File: config.mk
export PLATFORM = sky130hd
export DESIGN_NAME = sata_rx_dword_aligner
export DESIGN_NICKNAME = d
export VERILOG_FILES = /design/src/rtl/sata_rx_dword_aligner.sv
export SDC_FILE = /design/constraint.sdc
export NUM_CORES = 1
export LEC_CHECK = 0
export CORE_ASPECT_RATIO = 0.75
export CORE_MARGIN = 1
export CORE_UTILIZATION = 46
export CTS_CLUSTER_SIZE = 16
export DETAILED_ROUTE_END_ITERATION = 10
export HOLD_SLACK_MARGIN = 0.05
export PLACE_DENSITY = 0.81
export SETUP_SLACK_MARGIN = 0.05
export SYNTH_ARGS = -nofsm -noshare
export SYNTH_HDL_FRONTEND = slang
export SYNTH_SLANG_ARGS = --single-unit
File: constraint.sdc
create_clock -name clk -period 3.91 [get_ports clk]
set_input_delay 0.391 -clock clk [delete_from_list [all_inputs] [get_ports clk]]
set_output_delay 0.391 -clock clk [all_outputs]
set_load 0.02 [all_outputs]
File: src/rtl/sata_rx_dword_aligner.sv
// SATA receive dword aligner: finds the K28.5 lane of ALIGN primitives and barrel-shifts the stream to byte 0.
// Optional macro SATA_RX_ALIGN_DROP_EN: deassert al_valid on ALIGN dwords while locked.
module sata_rx_dword_aligner #(
    parameter int LOCK_COUNT = 4,
    parameter int LOSS_COUNT = 8
) (
    input  logic        reset,
    input  logic        clk,
    input  logic [31:0] rx_data,
    input  logic [3:0]  rx_datak,
    input  logic [3:0]  rx_patterndetect,
    input  logic [3:0]  rx_syncstatus,
    input  logic        rx_is_lockedtodata,
    output logic [31:0] al_data,
    output logic [3:0]  al_datak,
    output logic        al_valid,
    output logic        al_aligned,
    output logic [1:0]  al_offset,
    output logic        al_align_det
);

    localparam logic [31:0] ALIGN_DATA = 32'h7B4A4ABC;
    localparam logic [3:0]  ALIGN_K    = 4'b0001;
    localparam logic [3:0]  LOCK_CNT   = 4'(LOCK_COUNT);
    localparam logic [7:0]  LOSS_CNT   = 8'(LOSS_COUNT);

    typedef enum logic [1:0] {
        HUNT,
        CHECK,
        LOCKED
    } state_t;

    state_t      state, state_next;
    logic [31:0] prev_data;
    logic [3:0]  prev_datak;
    logic [1:0]  offset_next;
    logic [3:0]  cnt, cnt_next;
    logic [7:0]  errcnt, errcnt_next;

    logic [63:0] cat_data;
    logic [7:0]  cat_datak;
    logic [31:0] shifted_data;
    logic [3:0]  shifted_datak;
    logic        aligned_align;
    logic        cand;
    logic [1:0]  cand_lane;
    logic        sync_ok;
    logic        lane_err;
    logic        locked_hold;
    logic        valid_next;
    logic        det_next;

    assign cat_data  = {rx_data, prev_data};
    assign cat_datak = {rx_datak, prev_datak};

    // Bytes k..3 of the previous word followed by bytes 0..k-1 of the current word.
    always_comb begin
        shifted_data  = cat_data[31:0];
        shifted_datak = cat_datak[3:0];
        case (al_offset)
            2'd0: begin
                shifted_data  = cat_data[31:0];
                shifted_datak = cat_datak[3:0];
            end
            2'd1: begin
                shifted_data  = cat_data[39:8];
                shifted_datak = cat_datak[4:1];
            end
            2'd2: begin
                shifted_data  = cat_data[47:16];
                shifted_datak = cat_datak[5:2];
            end
            default: begin
                shifted_data  = cat_data[55:24];
                shifted_datak = cat_datak[6:3];
            end
        endcase
    end

    assign aligned_align = (shifted_data == ALIGN_DATA) && (shifted_datak == ALIGN_K);

    // A comma only counts when exactly one lane reports it and that lane carries a K character.
    always_comb begin
        cand      = 1'b0;
        cand_lane = 2'd0;
        case (rx_patterndetect)
            4'b0001: begin
                cand_lane = 2'd0;
                cand      = rx_datak[0];
            end
            4'b0010: begin
                cand_lane = 2'd1;
                cand      = rx_datak[1];
            end
            4'b0100: begin
                cand_lane = 2'd2;
                cand      = rx_datak[2];
            end
            4'b1000: begin
                cand_lane = 2'd3;
                cand      = rx_datak[3];
            end
            default: begin
                cand_lane = 2'd0;
                cand      = 1'b0;
            end
        endcase
    end

    assign sync_ok  = (rx_syncstatus == 4'hF) && rx_is_lockedtodata;
    assign lane_err = cand && (cand_lane != al_offset);

    always_comb begin
        state_next  = state;
        offset_next = al_offset;
        cnt_next    = cnt;
        errcnt_next = errcnt;
        case (state)
            HUNT: begin
                if (cand && sync_ok) begin
                    offset_next = cand_lane;
                    cnt_next    = 4'd0;
                    state_next  = CHECK;
                end
            end
            CHECK: begin
                if (lane_err || !sync_ok) begin
                    state_next = HUNT;
                end else if (aligned_align) begin
                    cnt_next = cnt + 4'd1;
                    if (cnt_next == LOCK_CNT) begin
                        state_next  = LOCKED;
                        errcnt_next = 8'd0;
                    end
                end
            end
            LOCKED: begin
                // An error in the same cycle as an aligned ALIGN takes precedence over the clear.
                if (lane_err || (rx_syncstatus != 4'hF)) begin
                    if (errcnt < LOSS_CNT) begin
                        errcnt_next = errcnt + 8'd1;
                    end
                end else if (aligned_align) begin
                    errcnt_next = 8'd0;
                end
                if (errcnt_next == LOSS_CNT) begin
                    state_next = HUNT;
                end
            end
            default: begin
                state_next = HUNT;
            end
        endcase
        if (!rx_is_lockedtodata) begin
            state_next = HUNT;
        end
    end

    // Valid and aligned drop in the same cycle the FSM decides to leave LOCKED.
    assign locked_hold = (state == LOCKED) && (state_next == LOCKED);
`ifdef SATA_RX_ALIGN_DROP_EN
    assign valid_next = locked_hold && !aligned_align;
`else
    assign valid_next = locked_hold;
`endif
    assign det_next = aligned_align && (state != HUNT);

    always_ff @(posedge clk) begin
        if (reset) begin
            state        <= HUNT;
            prev_data    <= 32'd0;
            prev_datak   <= 4'd0;
            al_offset    <= 2'd0;
            cnt          <= 4'd0;
            errcnt       <= 8'd0;
            al_data      <= 32'd0;
            al_datak     <= 4'd0;
            al_valid     <= 1'b0;
            al_aligned   <= 1'b0;
            al_align_det <= 1'b0;
        end else begin
            state        <= state_next;
            prev_data    <= rx_data;
            prev_datak   <= rx_datak;
            al_offset    <= offset_next;
            cnt          <= cnt_next;
            errcnt       <= errcnt_next;
            al_data      <= shifted_data;
            al_datak     <= shifted_datak;
            al_valid     <= valid_next;
            al_aligned   <= locked_hold;
            al_align_det <= det_next;
        end
    end

endmodule
==> results of run 1 <==
-- logic make-up after synthesis --
logic type,count (synthesis)
multiplexers,42
flip-flops,90
AO/OA/AOI/OAI,33
buffers and inverters,26
XOR/XNOR,3
adder cells (fa/ha/maj),2
AND/OR/NAND/NOR,138
-- per-layer routing --
layer,global-route usage,up-vias
met5,0,-
met4,0.0459,0
met3,0.0722,7
met2,0.310,112
met1,0.294,1403
li1,-,1372
-- final timing paths --
check | slack (ns) | end | startpoint
hold reg to reg | 0.49 | errcnt[4] | errcnt[4]
setup / recovery | 0.56 | cnt[3] | al_offset[0]
setup reg to reg | 0.56 | cnt[3] | al_offset[0]
hold / removal | 0.49 | errcnt[4] | errcnt[4]
-- cell type report --
type	count	area share
Clock buffer	10	0.0463
Clock inverter	6	0.00969
Inverter	3	0.00218
Multi-Input combinational cell	218	0.389
Sequential cell	90	0.349
Tap cell	105	0.0254
Timing Repair Buffer	94	0.178
-- cells in the final DEF (no fill, tap or decap), drive strengths merged, types with 3 or more instances in the layout --
master and count:
inv 5, mux2i 6, nor2b 75, nor4bb 4, nor3b 3, or3 3, mux4 34, and2 6
dfxtp 90, a31o 3, clkdlybuf4s50 86, a21oi 7, buf 8, and3 3, nor2 13, nor3 4
o21ai 8, nand3b 7, nand2 3, clkbuf 10
-- sequential cells by signal (all words and copies together), names as in the netlist --
name	cells
cnt	4
al_offset	2
errcnt	8
al_data	32
prev_datak	4
al_aligned	1
prev_data	32
al_align_det	1
al_datak	4
state	2
-- power by group through the flow --
stage | clock network (W) | logic, W | registers, W
after floorplan | 0 | 0.0000830 | 0.00100
after global placement | 0 | 0.000199 | 0.000986
after detailed placement | 0 | 0.000203 | 0.000988
after CTS | 0.000830 | 0.000204 | 0.000967
after global routing | 0.000873 | 0.000218 | 0.000970
final | 0.000816 | 0.000204 | 0.000968
-- per-stage QoR --
stage | hold WS (ns) | area (um^2) | total power (W) | std cells
3_5_place_dp | 0.470 | 4880 | 0.00119 | 510
2_1_floorplan | 0.439 | 3950 | 0.00109 | 334
5_1_grt | 0.513 | 5170 | 0.00206 | 526
6_report | 0.485 | 5170 | 0.00199 | 526
3_3_place_gp | 0.462 | 4880 | 0.00118 | 510
4_1_cts | 0.490 | 5170 | 0.00200 | 526
-- critical path, cell delays in order, from the launching register on --
cell      delay [ns]
dfxtp_2         0.70
mux4_2          0.64
nor4bb_1        0.48
nand4_1         0.25
nor4_4          0.48
o22ai_2         0.21
or3_1           0.37
a21oi_1         0.14
==> flow_metrics.tcl, run 1 <==
set metrics [dict create \
    critPathKind "flop to flop" \
    tritoncts "yes" \
    synth_top_family_by_area "simple AND/OR/NAND/NOR gates" \
    cts_hold_buf 0 \
    cap_violations 0 \
    cts_buffers 9 \
    multi_input_area_um2 2010 \
    maxSlewViolCount 0 \
    die_width_um 109 \
    utilization 0.638 \
    ctsLongestPathBuffers 2 \
    fp.dieH_um 82.2 \
    p_leak_nw 1.84 \
    grt_usage 0.209 \
    area_delta_synth_final_pct 31.0 \
    cp_max_fo 19 \
    drc 0 \
    cts_resized 0 \
    fin_crit_sh 0.856 \
    routed_wl_um 8660 \
    synthAdderAreaFrac 0.00634 \
    synth_top_area_cell "dfxtp_1" \
    grt_pass1_vias 2688 \
    ys_seq_area_frac 0.457 \
    synth_xor_area_frac 0.00666 \
    dr_wl_met2_um 3860 \
    start_util 0.487 \
    grt_setup_unrepaired "false" \
    holdPathStages 1 \
    synth_area_um2 3950 \
    synth_edf_count 0 \
    synth_compound_area_frac 0.0574 \
    portBuffers 87 \
    switchingPower_w 0.000465 \
    swShare 0.234 \
    dp_hpwl_um 6510 \
    grt_max_degree 46 \
    pwr-share-comb 0.102 \
    seq_area_um2 1800 \
    syn_area_per_cell_um2 11.8 \
    hp-class "flop to flop" \
    row_count 28 \
    coreArea_um2 8090 \
    setup_tns_ns 0 \
    p_clk_frac 0.411 \
    clk_latency_ns 0.34 \
    clock.fmax_mhz 299 \
    synth_top_area_frac 0.457 \
    wl_met1_um 4100 \
    wl_met3_um 637 \
    highest_layer "met4" \
    place_congestion 0.844 \
    fin_crit_ns 3.35 \
    cts_max_level 3 \
    die_area_um2 8950 \
    cp.required_ns 4.18 \
    synth-simple-area-share 0.225 \
    grt_antenna_before_repair 0 \
    p_seq_frac 0.487 \
    grt_pass1_wl_um 13800 \
    grt_overflow_total 0 \
    finalSetupViolCount 0 \
    syn_inst 334 \
    wl_per_cell_um 16.5 \
    syn_nets 383 \
    fin_nets 465 \
    cp-start-kind "flop" \
    end_kind "flop" \
    drt-pass1-iter-count 4 \
    synth.most_common_cell "dfxtp_1" \
    muxShareOfSynthArea 0.215 \
    synthFlopType "dfxtp_1" \
    ys_warn_count 0 \
    ios 88 \
    ys_seq_elements 90 \
    ir_drop_mv 0.268 \
    clock_skew_ns 0.00788 \
    synth-async-reset-ratio 0 \
    cts.clk_slew.worst_paths_ns 0.07 \
    maxSlewHeadroom 0.558 \
    cts-root-buf "clkbuf_16" \
    cts.sinks 90 \
    status "finished, final reports clean" \
    diodes 0 \
    num_vias 2894 \
    cp.arrival_ns 3.62 \
    worstMarginPinSlew_ns 0.662 \
    synth_area_leaders "dfxtp_1 (46%), mux4_2 (19%), nor2b_1 (12%)" \
    finalHoldViolCount 0 \
    post-place-ws_ns 0.590 \
    drt-initial-drc-count 205 \
    synth_commonest_cells "dfxtp_1 (90), nor2b_1 (75), mux4_2 (34)" \
    layout-drive-gt1-share 0.166 \
    viasPerCell 5.50 \
    ant_nets 0 \
    n_fill_cell 648 \
    post_cts_buffers 0 \
    r2r_cells 7 \
    cellPowerDensity_nw_per_um2 385 \
    postLayoutSetupSlackWorst_ns 0.561 \
    intPower_w 0.00152 \
    yosys.cell_types.count 50 \
]
No activity file was read; power rests on OpenSTA's default activity.
==> run 2: changes to the inputs <==
CELL_PAD_IN_SITES_DETAIL_PLACEMENT = 1   (was default)
CELL_PAD_IN_SITES_GLOBAL_PLACEMENT = 2   (was default)
CORE_UTILIZATION = 33   (was 46)
PLACE_DENSITY = 0.87   (was 0.81)
==> flow_metrics.tcl, run 2 (same netlist as run 1, synthesis figures left out) <==
set metrics [dict create \
    status "finished, final reports clean" \
    wl_per_cell_um 17.1 \
    crit_path_cell_trace "buf_4 > mux4_2 > nor4b_1 > nand4_1 > nor4_4 > o22ai_2 > or3_1 > a21oi_1" \
    viasPerCell 4.92 \
    clk_latency_ns 0.35 \
    grt_usage 0.170 \
    routed_wl_um 9980 \
    drt-initial-drc-count 126 \
    start_util 0.340 \
    cts.sinks 90 \
    place_congestion 0.804 \
    cts_hold_buf 0 \
    grt_overflow_total 0 \
    met2_usage 0.259 \
    cts-root-buf "clkbuf_16" \
    die_area_um2 12400 \
    utilization 0.451 \
    cts_max_level 3 \
    fin_nets 464 \
    grt_pass1_vias 3024 \
    whs_ns 0.479 \
    cellPowerDensity_nw_per_um2 386 \
    crit_buf_inv 1 \
    layout_common_cells "dfxtp_1 (88), clkdlybuf4s50_1 (86), nor2b_1 (75), mux4_2 (34), nor2_1 (13)" \
    cts_resized 0 \
    portBuffers 87 \
    ios 88 \
    ant_nets 0 \
    clock_skew_ns 0.00760 \
    worstMarginPinSlew_ns 0.904 \
    layoutNonFillerInstCount 582 \
    cts_buffers 9 \
    grt_pass1_wl_um 15900 \
    cp-start-kind "flop" \
    grt.busiest_layer "met2" \
    p_leak_nw 1.83 \
    finalHoldViolCount 0 \
    reg_top3 "al_data (32), prev_data (32), errcnt (8)" \
    grt_use_met1 0.231 \
    postLayoutSetupSlackWorst_ns 0.446 \
    tritoncts "yes" \
    setup_tns_ns 0 \
    cpMaxStageDelayCell "dfxtp_2" \
    maxSlewViolCount 0 \
    finalSetupViolCount 0 \
    cp_max_fo 19 \
    cap_violations 0 \
    post_cts_buffers 0 \
    maxSlewHeadroom 0.397 \
    die_width_um 128 \
    fin_crit_ns 3.46 \
    fin_crit_sh 0.886 \
    row_count 34 \
    cp.required_ns 4.19 \
    area_delta_synth_final_pct 32.9 \
    layout-drive-gt1-share 0.164 \
    post-place-ws_ns 0.524 \
    grtUsageMet3 0.0492 \
    dp_cells 566 \
    num_vias 2863 \
    slowest_delay_ns 0.65 \
    dp_hpwl_um 7410 \
    final_common_cell "dfxtp_1" \
    hp-class "flop to flop" \
    cp.arrival_ns 3.74 \
    diodes 0 \
    end_kind "flop" \
    grt_antenna_before_repair 0 \
    critPathKind "flop to flop" \
    cp_top_family "simple AND/OR/NAND/NOR gates" \
    fp.dieH_um 96.7 \
    drc 0 \
    grt_max_degree 51 \
    ir_drop_mv 0.204 \
    grt_setup_unrepaired "false" \
    drt-pass1-iter-count 4 \
    ctsLongestPathBuffers 2 \
    coreArea_um2 11600 \
    clock.fmax_mhz 289 \
    cts.clk_slew.worst_paths_ns 0.07 \
]
-- run 2: layer usage --
metal  wire length (um)  vias to the layer above
met5                  0                        -
met4                128                        0
met3                403                       10
met2               4610                       63
met1               4840                     1421
li1                   -                     1369
-- run 2: cell type report --
class                           instances  area [um^2]
Clock buffer                            9          225
Clock inverter                          7         62.6
Fill cell                            1244         6370
Inverter                                3         11.3
Multi-Input combinational cell        218         2010
Sequential cell                        90         1800
Tap cell                              162          203
Timing Repair Buffer                   93          923
-- run 2: where the power goes --
part	total, W	internal (W)	switching, W
Clock	0.000849	0.000443	0.000406
Combinational	0.000205	0.000117	0.0000879
Sequential	0.000968	0.000951	0.0000170
Total	0.00202	0.00151	0.000511
-- run 2: metrics by stage --
stage	power (W)	cell area, um^2
2_1_floorplan	0.00109	3950
3_3_place_gp	0.00119	4950
3_5_place_dp	0.00119	4950
4_1_cts	0.00204	5240
5_1_grt	0.00210	5240
6_report	0.00202	5240
-- run 2: path summary, 6_finish.rpt --
check	startpoint	to	slack (ns)	depth (start not counted)
hold / removal	errcnt[4]	errcnt[4]	0.48	1
setup reg to reg	al_offset[1]	cnt[3]	0.45	8
setup / recovery	al_offset[1]	cnt[3]	0.45	8
hold reg to reg	errcnt[4]	errcnt[4]	0.48	1
-- run 2: worst register-to-register path: stages (launching register included) --
cell and delay, ns:
dfxtp_2 0.65, buf_4 0.30, mux4_2 0.54, nor4b_1 0.48, nand4_1 0.23, nor4_4 0.48
o22ai_2 0.22, or3_1 0.35, a21oi_1 0.15
